--- src/rtl/sys_ctrl_pkg.sv ---
// Shared opcodes, FSM state encoding and fixed operand addresses for sys_ctrl_cmd.
package sys_ctrl_pkg;

  localparam int unsigned CMD_WIDTH = 8;

  localparam logic [CMD_WIDTH-1:0] CMD_RF_WR   = 8'hAA;
  localparam logic [CMD_WIDTH-1:0] CMD_RF_RD   = 8'hBB;
  localparam logic [CMD_WIDTH-1:0] CMD_ALU_OP  = 8'hCC;
  localparam logic [CMD_WIDTH-1:0] CMD_ALU_NOP = 8'hDD;

  localparam int unsigned OPA_ADDR = 0;
  localparam int unsigned OPB_ADDR = 1;

  typedef enum logic [3:0] {
    IDLE     = 4'd0,
    WR_ADDR  = 4'd1,
    WR_DATA  = 4'd2,
    RD_ADDR  = 4'd3,
    RD_WAIT  = 4'd4,
    TX_RD    = 4'd5,
    ALU_A    = 4'd6,
    ALU_B    = 4'd7,
    ALU_F    = 4'd8,
    ALU_WAIT = 4'd9,
    TX_LSB   = 4'd10,
    TX_MSB   = 4'd11
  } state_t;

endpackage

--- src/rtl/sys_ctrl_cmd.sv ---
// Command decoder/sequencer: turns RX byte frames into register-file, ALU and TX FIFO traffic.
module sys_ctrl_cmd
  import sys_ctrl_pkg::*;
#(
  parameter int unsigned DATA_WIDTH    = 8,
  parameter int unsigned ADDR_WIDTH    = 4,
  parameter int unsigned ALU_OUT_WIDTH = 16,
  parameter int unsigned FUN_WIDTH     = 4
) (
  input  logic                     CLK,
  input  logic                     RST,
  input  logic [DATA_WIDTH-1:0]    RX_P_DATA,
  input  logic                     RX_D_VLD,
  input  logic [DATA_WIDTH-1:0]    RF_RdData,
  input  logic                     RF_RdData_Valid,
  input  logic [ALU_OUT_WIDTH-1:0] ALU_OUT,
  input  logic                     ALU_OUT_VLD,
  input  logic                     FIFO_FULL,
  output logic                     RF_WrEn,
  output logic                     RF_RdEn,
  output logic [ADDR_WIDTH-1:0]    RF_Address,
  output logic [DATA_WIDTH-1:0]    RF_WrData,
  output logic                     ALU_EN,
  output logic [FUN_WIDTH-1:0]     ALU_FUN,
  output logic                     CLK_GATE_EN,
  output logic [DATA_WIDTH-1:0]    TX_P_DATA,
  output logic                     TX_D_VLD
);

  state_t                   r_state;
  state_t                   w_next_state;

  logic [ADDR_WIDTH-1:0]    r_addr;
  logic [ALU_OUT_WIDTH-1:0] r_res;

  logic                     r_wr_en;
  logic                     r_rd_en;
  logic [ADDR_WIDTH-1:0]    r_rf_addr;
  logic [DATA_WIDTH-1:0]    r_wr_data;
  logic                     r_alu_en;
  logic [FUN_WIDTH-1:0]     r_alu_fun;
  logic                     r_gate_en;
  logic [DATA_WIDTH-1:0]    r_tx_data;
  logic                     r_tx_vld;

  logic [ADDR_WIDTH-1:0]    w_addr;
  logic [ALU_OUT_WIDTH-1:0] w_res;
  logic                     w_wr_en;
  logic                     w_rd_en;
  logic [ADDR_WIDTH-1:0]    w_rf_addr;
  logic [DATA_WIDTH-1:0]    w_wr_data;
  logic                     w_alu_en;
  logic [FUN_WIDTH-1:0]     w_alu_fun;
  logic                     w_gate_en;
  logic [DATA_WIDTH-1:0]    w_tx_data;
  logic                     w_tx_vld;

  // State register
  always_ff @(posedge CLK or negedge RST) begin
    if (!RST) r_state <= IDLE;
    else      r_state <= w_next_state;
  end

  // Next-state decode; bytes arriving in wait/TX states are simply not looked at
  always_comb begin
    w_next_state = r_state;
    unique case (r_state)
      IDLE: begin
        if (RX_D_VLD) begin
          if      (RX_P_DATA == DATA_WIDTH'(CMD_RF_WR))   w_next_state = WR_ADDR;
          else if (RX_P_DATA == DATA_WIDTH'(CMD_RF_RD))   w_next_state = RD_ADDR;
          else if (RX_P_DATA == DATA_WIDTH'(CMD_ALU_OP))  w_next_state = ALU_A;
          else if (RX_P_DATA == DATA_WIDTH'(CMD_ALU_NOP)) w_next_state = ALU_F;
        end
      end
      WR_ADDR:  if (RX_D_VLD)        w_next_state = WR_DATA;
      WR_DATA:  if (RX_D_VLD)        w_next_state = IDLE;
      RD_ADDR:  if (RX_D_VLD)        w_next_state = RD_WAIT;
      RD_WAIT:  if (RF_RdData_Valid) w_next_state = TX_RD;
      TX_RD:    if (!FIFO_FULL)      w_next_state = IDLE;
      ALU_A:    if (RX_D_VLD)        w_next_state = ALU_B;
      ALU_B:    if (RX_D_VLD)        w_next_state = ALU_F;
      ALU_F:    if (RX_D_VLD)        w_next_state = ALU_WAIT;
      ALU_WAIT: if (ALU_OUT_VLD)     w_next_state = TX_LSB;
      TX_LSB:   if (!FIFO_FULL)      w_next_state = TX_MSB;
      TX_MSB:   if (!FIFO_FULL)      w_next_state = IDLE;
      default:                       w_next_state = IDLE;
    endcase
  end

  // Next values of the registered outputs and datapath; buses hold between strobes
  always_comb begin
    w_wr_en   = 1'b0;
    w_rd_en   = 1'b0;
    w_alu_en  = 1'b0;
    w_tx_vld  = 1'b0;
    w_rf_addr = r_rf_addr;
    w_wr_data = r_wr_data;
    w_alu_fun = r_alu_fun;
    w_tx_data = r_tx_data;
    w_addr    = r_addr;
    w_res     = r_res;
    // Gate follows the next state so it lines up with ALU_F/ALU_WAIT exactly
    w_gate_en = (w_next_state == ALU_F) || (w_next_state == ALU_WAIT);
    unique case (r_state)
      WR_ADDR: if (RX_D_VLD) w_addr = RX_P_DATA[ADDR_WIDTH-1:0];
      WR_DATA: begin
        if (RX_D_VLD) begin
          w_wr_en   = 1'b1;
          w_rf_addr = r_addr;
          w_wr_data = RX_P_DATA;
        end
      end
      RD_ADDR: begin
        if (RX_D_VLD) begin
          w_rd_en   = 1'b1;
          w_rf_addr = RX_P_DATA[ADDR_WIDTH-1:0];
        end
      end
      RD_WAIT: if (RF_RdData_Valid) w_res = ALU_OUT_WIDTH'(RF_RdData);
      TX_RD: begin
        if (!FIFO_FULL) begin
          w_tx_vld  = 1'b1;
          w_tx_data = r_res[DATA_WIDTH-1:0];
        end
      end
      ALU_A: begin
        if (RX_D_VLD) begin
          w_wr_en   = 1'b1;
          w_rf_addr = ADDR_WIDTH'(OPA_ADDR);
          w_wr_data = RX_P_DATA;
        end
      end
      ALU_B: begin
        if (RX_D_VLD) begin
          w_wr_en   = 1'b1;
          w_rf_addr = ADDR_WIDTH'(OPB_ADDR);
          w_wr_data = RX_P_DATA;
        end
      end
      ALU_F: begin
        if (RX_D_VLD) begin
          w_alu_en  = 1'b1;
          w_alu_fun = RX_P_DATA[FUN_WIDTH-1:0];
        end
      end
      ALU_WAIT: if (ALU_OUT_VLD) w_res = ALU_OUT;
      TX_LSB: begin
        if (!FIFO_FULL) begin
          w_tx_vld  = 1'b1;
          w_tx_data = r_res[DATA_WIDTH-1:0];
        end
      end
      TX_MSB: begin
        if (!FIFO_FULL) begin
          w_tx_vld  = 1'b1;
          w_tx_data = r_res[ALU_OUT_WIDTH-1:DATA_WIDTH];
        end
      end
      default: ;
    endcase
  end

  // Output and datapath registers
  always_ff @(posedge CLK or negedge RST) begin
    if (!RST) begin
      r_wr_en   <= 1'b0;
      r_rd_en   <= 1'b0;
      r_rf_addr <= '0;
      r_wr_data <= '0;
      r_alu_en  <= 1'b0;
      r_alu_fun <= '0;
      r_gate_en <= 1'b0;
      r_tx_data <= '0;
      r_tx_vld  <= 1'b0;
      r_addr    <= '0;
      r_res     <= '0;
    end else begin
      r_wr_en   <= w_wr_en;
      r_rd_en   <= w_rd_en;
      r_rf_addr <= w_rf_addr;
      r_wr_data <= w_wr_data;
      r_alu_en  <= w_alu_en;
      r_alu_fun <= w_alu_fun;
      r_gate_en <= w_gate_en;
      r_tx_data <= w_tx_data;
      r_tx_vld  <= w_tx_vld;
      r_addr    <= w_addr;
      r_res     <= w_res;
    end
  end

  assign RF_WrEn     = r_wr_en;
  assign RF_RdEn     = r_rd_en;
  assign RF_Address  = r_rf_addr;
  assign RF_WrData   = r_wr_data;
  assign ALU_EN      = r_alu_en;
  assign ALU_FUN     = r_alu_fun;
  assign CLK_GATE_EN = r_gate_en;
  assign TX_P_DATA   = r_tx_data;
  assign TX_D_VLD    = r_tx_vld;

endmodule

--- config.mk ---
export PLATFORM = sky130hd
export DESIGN_NAME = sys_ctrl_cmd
export DESIGN_NICKNAME = d
export VERILOG_FILES = /design/src/rtl/sys_ctrl_pkg.sv /design/src/rtl/sys_ctrl_cmd.sv
export SDC_FILE = /design/constraint.sdc
export NUM_CORES = 1
export LEC_CHECK = 0
export ABC_AREA = 1
export CAP_MARGIN = 5
export CORE_MARGIN = 3
export CORE_UTILIZATION = 24
export CTS_BUF_LIST = sky130_fd_sc_hd__clkbuf_2 sky130_fd_sc_hd__clkbuf_4 sky130_fd_sc_hd__clkbuf_8
export CTS_CLUSTER_DIAMETER = 150
export CTS_CLUSTER_SIZE = 40
export DETAILED_ROUTE_END_ITERATION = 6
export GPL_TIMING_DRIVEN = 1
export PLACE_DENSITY_LB_ADDON = 0.1
export SETUP_SLACK_MARGIN = 0.05
export SLEW_MARGIN = 25
export SYNTH_ARGS = -nofsm -noshare
export SYNTH_HDL_FRONTEND = slang
export SYNTH_SLANG_ARGS = --single-unit
--- constraint.sdc ---
create_clock -name CLK -period 1.5 [get_ports CLK]
set_input_delay 0.15 -clock CLK [delete_from_list [all_inputs] [get_ports CLK]]
set_output_delay 0.15 -clock CLK [all_outputs]
set_load 0.05 [all_outputs]
Word-level counts from Yosys, hierarchy flattened
Cells that the tools add are included.

Equality and inequality tests: 25. Muxes and demuxes: 33. Reductions and logical operators: 15.

Operators with widths (count): 2-to-1 mux 4 bit (19); case mux 4 bit (11 select lines) (1); equality test 8 bit, second input constant (4); 2-to-1 mux 16 bit (2); case mux 16 bit (2 select lines) (1); equality test 4 bit, second input constant (6); equality test 4 x 3 -> 1 bit, second input constant (4); 2-to-1 mux 8 bit (2); != test 2 bit, second input constant (8); case mux 4 bit (4 select lines) (1); case mux 8 bit (2 select lines) (1); equality test 4 x 2 -> 1 bit, second input constant (2); 2-to-1 mux 1 bit (6); AND reduction 2 bit (3); AND reduction 3 bit (2); OR reduction 3 bit (2); AND reduction 5 bit (1); equality test 4 x 1 -> 1 bit, second input constant (1); logical NOT 4 bit (1); nonzero test 2 bit (2); nonzero test 4 bit (1); OR reduction 2 bit (2); logical OR 1 bit (1).

Bits in registers: 53. Input bits: 38. Output and inout bits: 29. Word-level logic and storage cells: 85.

Depth between registers and ports, before layout
Word-level depth: 9. Gate-level depth with buffers: 11. Depth with buffers taken out: 11.

Least setup slack after synthesis
Ideal clock, no wire load.

Path kind: flip-flop to flip-flop. Start point: reg r_state[1]. End point: reg r_tx_data[6], in the netlist TX_P_DATA[6]. Setup time: 82 ps. Arrival time: 1303 ps. Data required time: 1418 ps. Path slack: 115 ps. Cell stages (with the launch flop): 9. Buffers on the path: 1. Clock period less this slack: 1385 ps. Cell sequence: dfrtp_1 > inv_1 > nand2_1 > nor2_1 > nor2_2 > o21ai_4 > buf_6 > nor2_1 > a31oi_1.

Longest elaborated chain between the ends: 4. Elaborated cells on any way between the ends: 9. Classes of those cells: 5 x eq/ne; 1 x mux; 3 x reduce/logical.

Ends and longest elaborated chain: from (decl) (line sys_ctrl_cmd.sv:30) `state_t r_state;`; from (signal assigned) (line sys_ctrl_cmd.sv:61) `else r_state <= w_next_state;`; equality test 4 bit or equality test 4 x 3 -> 1 bit (tied branches) (line sys_ctrl_cmd.sv:105) `unique case (r_state)`; OR reduction 2 bit (no line); != test 2 bit (no line) or nonzero test 2 bit (tied branches); AND reduction 3 bit (no line); to (signal assigned) (line sys_ctrl_cmd.sv:186) `r_tx_data <= w_tx_data;`; to (decl) (line sys_ctrl_cmd.sv:43) `logic [DATA_WIDTH-1:0] r_tx_data;`.

Several ways; a longest one is shown, not always the timed one. A chain may end at the register's enable or synchronous reset.

Worst setup path after layout
Ends and elaborated chain as after synthesis.

==> summary.md <==
| Metric | Value |
|---|---|
| Status | `finished, violations left` |
| Failing checks | `setup timing` |
| Worst Path Required | `1.69 ns` |
| CP max stage delay | `between 0.4 and 0.5 ns` |
| Post-synth cell types | `27` |
| Avg Vias per Cell | `about 4.3` |
| Setup crit end kind | `flop` |
| Share of cells above drive strength 1 | `0.2748` |
| Nets | `between 400 and 500` |
| PwrDens | `roughly 1900 nW/um^2` |
| Antenna Cells | `0` |
| DR vias | `roughly 2,500` |
| # placed instances | `about 570` |
| Synthesized area | `approximately 2600 um^2` |
| CTS tree | `done` |
| Clock Sinks | `53` |
| Buffer and inverter count on the worst path | `3` |
| Layout area overhead | `53.08%` |
| Switching power | `between 3 and 4 mW` |
| Setup Crit Path Kind | `reg2reg` |
| Share of the synthesized area in the top cell type | `0.5060` |
| Row Count | `37` |
| Seq pwr share | `0.302` |
| CP Cell Sequence | `inv_1 -> nand2_2 -> nor2_4 -> nor2_4 -> o21ai_4 -> buf_12 -> buf_16 -> a31oi_1` |
| Fmax | `650.5 MHz` |
| Post-route non-filler standard cell count | `580` |
| Critical path startpoint category | `flop` |
| Core footprint | `10,460 um^2` |
| Top cells by area, synth | `dfrtp_1, nand2_1, nor2_1, a31oi_1, inv_1` |
| First-pass GRT wire length | `about 13,000 um` |
| Seq cells post-synth | `53` |
| Antenna violations before repair | `0` |
| Post-synthesis average cell area | `7.895 um^2` |
| Starting Density | `0.2505` |
| DRC errors left | `0` |
| Most common cell after layout, fill and taps aside | `nand2_1` |
| Wire length per cell | `12.97 um` |
| Worst Skew | `roughly 0.012 ns` |
| Post-synthesis sequential area ratio | `0.5060` |
| Max Slew Vio Count | `0` |
| Routed Antenna Nets | `0` |
| Final cell area excluding filler cells | `4013 um^2` |
| Die X | `between 100 and 150 um` |
| Total GRT Usage | `0.1275` |
| Sw frac | `0.4536` |
| Tightest Pin Transition | `around 0.5 ns` |
| Synth warn | `0` |
| Die H | `110.5 um` |
| Clock latency on the worst-skew pair | `~0.31 ns` |
| H-tree Lvls | `2` |
| Rel. slew slack | `0.6762` |
| Internal Power | `~4.2 mW` |
| Most frequent cells in the layout | `nand2_1, buf_4, dfrtp_1` |
| DP HPWL | `approximately 5700 um` |
| Final period utilization | `1.025` |
| Critical path arrival | `about 1.7 ns` |
| RSZ-0062 raised after global routing | `yes` |
| Max_cap viols | `0` |
| Cells after Synth | `about 330` |
| Fillers | `~1,100` |
| GPL Wtd Cong | `between 0.8 and 0.9` |
| Peak VDD IR | `934.1 uV` |
| CP delay by family, top | `flip-flops` |
| # setup viols final | `8` |
| Initial DRC Count | `between 60 and 70` |
| Synth Net Count | `between 300 and 400` |
| Fin worst setup slack | `-0.03726 ns` |
| Final Hold Viols | `0` |
| P_leak | `between 1.5 and 2 nW` |
| Crit-path slowest cell | `dfrtp_2` |
| Pre-antenna DRT Iters | `4` |
| Most common cell on crit path | `nor2_4` |
| Area leader, netlist | `dfrtp_1` |
| Clk slew on worst S/H paths | `0.11 ns` |
| # port buffers | `66` |
| Root Driver | `clkbuf_8` |
| Critical Path Fanout Max | `8` |
| Largest net degree at the start of global routing | `25` |
| # IOs | `between 60 and 70` |
| Clk pwr share | `0.154` |
| CTS Buffer Depth | `2` |
| Remaining Overflow, GRT | `0` |
| HP Class | `in2async` |
| Vias in the first global route | `about 2,500` |
| Combinational share of power | `0.544` |
| Tmin final | `about 1.5 ns` |
| Total CTS buffers | `5` |
| Die ar. | `around 12,000 um^2` |
| Placed cell areas | `between 3000 and 4000 um^2` |
| Routed wire length | `~7500 um` |
[synthesized netlist by cell type, drive strengths merged]
master	n
o21ai	20
nand3	22
a21oi	4
a31oi	19
nand4	2
nor3	2
nand2	116
buf	8
inv	32
nor2	48
nand3b	1
dfrtp	53
or2	1
o211ai	1
o311ai	1
a221oi	1
o22ai	1
[timing repair]
action,CTS,global route
endpoints found under the hold margin,16,0
gates resized for setup,14,26
pin swaps,4,6
hold buffers,1,0
endpoints found under the setup margin,43,47
setup buffers,3,2
gates cloned,1,0
[per-layer routing]
metal	share of wire	wire [um]	global-route usage	up-vias
met5	0	0	0	-
met4	0.011	85	0.02956	0
met3	0.048	358	0.02685	7
met2	0.46	3437	0.2031	52
met1	0.48	3644	0.1776	1143
li1	-	-	-	1294
[worst paths after layout]
| kind | from | end | slack, ns | cells after the start |
|---|---|---|---|---|
| setup / recovery | r_state[1] | TX_P_DATA[6] | -0.04 | 8 |
| hold / removal | RST | RF_WrData[7] | 0.33 | 2 |
| setup reg to reg | r_state[1] | TX_P_DATA[6] | -0.04 | 8 |
| hold reg to reg | RF_WrData[2] | RF_WrData[2] | 0.49 | 2 |
| max in group asynchronous | RST | TX_P_DATA[7] | 0.69 | 3 |
| min in group CLK | ALU_OUT[11] | r_res[11] | 0.39 | 3 |
[state kept, by name, summed over array words and instances, names as in the netlist, 4 cells and up]
name	cells
RF_Address	4
r_res	16
r_state	4
TX_P_DATA	8
RF_WrData	8
r_addr	4
ALU_FUN	4
[cell families after synthesis]
kind of cell	share of synthesized area
DFF	0.5060
AOI/OAI and AO/OA	0.1155
buffers and inverters	0.06683
and+or+nand+nor	0.3117
[stage by stage]
stage / hold slack, ns / setup TNS [ns] / utilization / setup WS [ns] / total power [mW]
6_report: 0.3268 / -0.1929 / 0.3835 / -0.03726 / 7.711
5_1_grt: 0.3523 / -1.495 / 0.3835 / -0.1283 / 8.270
4_1_cts: 0.3404 / 0 / 0.3740 / 0.004474 / 7.614
3_5_place_dp: 0.1459 / -2.120 / 0.3488 / -0.1618 / 6.214
3_3_place_gp: 0.1447 / -1.993 / 0.3488 / -0.1249 / 6.197
2_1_floorplan: -0.1456 / 0 / - / 0.1147 / 4.738
[power by group through the flow]
stage,clock network (mW),logic [mW],registers (mW)
after floorplan,0,1.34,3.39
after global placement,0,3.88,2.32
after detailed placement,0,3.88,2.34
after CTS,1.24,4.06,2.32
after global routing,1.30,4.57,2.41
final,1.19,4.19,2.33
[cell type report]
type                    count  area, um^2  share of cell area
clock inverters             3       68.82             0.01715
repair buffers            112        1025              0.2554
flip-flops and latches     53        1330              0.3315
well taps                 136       170.2             0.04241
clock buffers               5       68.82             0.01715
multi-input cells         239        1227              0.3059
inverters                  32       122.6             0.03056
[worst reg2reg max path: cells and delay by family (launching register included)]
family | cells | cell delay [ns]
AOI/OAI and AO/OA | 2 | 0.27
DFF | 1 | 0.47
and+or+nand+nor | 3 | 0.32
buffers and inverters | 3 | 0.36
Power figures use the tool's default switching activity.
==> RTL change: new RTL, same flow settings <==
Re-encode `state_t` (12 states) as one-hot, 12 bits wide.
--- a/src/rtl/sys_ctrl_pkg.sv
+++ b/src/rtl/sys_ctrl_pkg.sv
@@ -11,19 +11,19 @@
   localparam int unsigned OPA_ADDR = 0;
   localparam int unsigned OPB_ADDR = 1;
 
-  typedef enum logic [3:0] {
-    IDLE     = 4'd0,
-    WR_ADDR  = 4'd1,
-    WR_DATA  = 4'd2,
-    RD_ADDR  = 4'd3,
-    RD_WAIT  = 4'd4,
-    TX_RD    = 4'd5,
-    ALU_A    = 4'd6,
-    ALU_B    = 4'd7,
-    ALU_F    = 4'd8,
-    ALU_WAIT = 4'd9,
-    TX_LSB   = 4'd10,
-    TX_MSB   = 4'd11
+  typedef enum logic [11:0] {
+    IDLE     = 12'b000000000001,
+    WR_ADDR  = 12'b000000000010,
+    WR_DATA  = 12'b000000000100,
+    RD_ADDR  = 12'b000000001000,
+    RD_WAIT  = 12'b000000010000,
+    TX_RD    = 12'b000000100000,
+    ALU_A    = 12'b000001000000,
+    ALU_B    = 12'b000010000000,
+    ALU_F    = 12'b000100000000,
+    ALU_WAIT = 12'b001000000000,
+    TX_LSB   = 12'b010000000000,
+    TX_MSB   = 12'b100000000000
   } state_t;
 
 endpackage
Formal check against the unedited RTL: same outputs for any inputs over 10 cycles, from zero or initial values and one cycle with RST low; not proved beyond that.
==> RTL change against the original RTL <==
- the flow still finishes with violations (negative setup slack)
- highest routed layer unchanged
- wire length is 20% higher
- total power is 23% lower
- sequential cell count is 8 higher
- synthesized area is 24% higher
- critical path depth is 4 higher
- cell area is 20% higher
- critical endpoint is now RF_Address[3]
- cell count is 26% higher
- worst setup slack worse by 0.054 ns
==> RTL change: results (changes against the original RTL) <==
The half-perimeter wire length after placement came out at 6.825 mm (+19%). The combined flip-flop and latch cell area came to 1529 µm² (+15%). The register-to-register setup slack is -0.09 ns (-0.05 ns).

The most critical setup path has its startpoint at r_state[10]. The average cell area after synthesis came out at 7.542 µm² (-4.5%). The net count of the finished layout is 594 (+23%). The share of cells above drive strength 1 is 0.2862 (+0.01145). The layout buffering overhead excluding clock cells is 0.2341 (-0.02126). The total area of multi-input combinational cells is 1553 µm² (+27%).

The worst setup slack after layout came out at -0.09090 ns (-0.05364 ns). The data arrival time at the worst-slack endpoint is 1.82 ns (+0.09 ns). The setup-violating endpoint count in the final report came out at 40 (+32). The number of distinct library cells after synthesis came out at 30 (+11%). The detail-routed net length per standard cell is 12.32 µm (-5.0%). The delay of the slowest critical-path stage came out at 0.40 ns (-0.07 ns).

The wire length the detailed router placed on met1 came out at 4.740 mm (+30%). The sequential share of the synthesized area was 0.4700 (-0.03599). The met3 track utilization from global routing came out at 0.02350 (-0.003347).

The CTS buffer count came out at 9 (+4). The global-route usage over all layers was 0.1276 (about the same). The met3 routed wirelength is 303 µm (-15%). The deepest level of the CTS H-tree came out at 3 (+1). The number of global-route vias before repair is 3011 (+21%). The standard cell area after detailed placement came out at 4377 µm² (+20%). The number of buffers other than clock buffers in the final layout was 125 (+12%). The multi-input combinational gate total is 307 (+28%). The number of inserted filler cells in the final layout is 1414 (+29%). The met2 usage in global routing came out at 0.1876 (-0.01551).

The clock-pin slew of the registers on the worst-case setup and hold paths is 0.07 ns (-0.04 ns). The clock sink count came out at 61 (+15%). The peak fanout along the critical path is 6 (-2).

The fraction of area in clock buffers and inverters is 0.03906 (+0.004762). In this run the critical register-to-register path is captured at RF_Address[3]. The pin count of the biggest net entering global routing was 62 (+150%). The flow ran to the end, but the final reports show violations.

The routed via count divided by cell count is 4.129 (-4.1%). Yosys attributes the largest share of cell area to sky130_fd_sc_hd__dfrtp_1 46%, sky130_fd_sc_hd__nand2_1 20%, sky130_fd_sc_hd__inv_1 5.5%, sky130_fd_sc_hd__nand3_1 4.9%, sky130_fd_sc_hd__o21ai_2 2.7%. The number of resized instances in the post-cts repair step was 30 (+16). The final reports fail on negative setup slack. Sorting the synthesized cells by how often they occur yields 176 x sky130_fd_sc_hd__nand2_1, 60 x sky130_fd_sc_hd__dfrtp_1, 48 x sky130_fd_sc_hd__inv_1, 32 x sky130_fd_sc_hd__nand3_1, 21 x sky130_fd_sc_hd__nor2_1. The clock network latency to the later pin of the worst-skew pair is 0.34 ns (+0.03 ns).
[RTL change: power by group]
part | internal (mW) | switching, mW | leakage, nW | total, mW
combinational | 0.872 | 1.52 | 1.55 | 2.39
sequential | 1.91 | 0.156 | 0.811 | 2.06
clock | 0.830 | 0.637 | 0.0991 | 1.47
total | 3.61 | 2.31 | 2.46 | 5.92
[RTL change: metrics by stage]
stage / hold slack [ns] / setup slack (ns)
after floorplan: -0.1456 / 0.02065
after global placement: 0.1948 / -0.1129
after detailed placement: 0.1937 / -0.1178
after CTS: 0.3546 / -0.06243
after global routing: 0.3797 / -0.2076
final: 0.3520 / -0.09090
[RTL change: kinds of logic (layout without fill, tap and decap cells)]
family | Yosys count | in the layout | synth area share
buffers and inverters | 63 | 191 | 0.08468
and+or+nand+nor | 258 | 258 | 0.3487
AOI/OAI and AO/OA | 49 | 49 | 0.09662
DFF | 61 | 61 | 0.4700
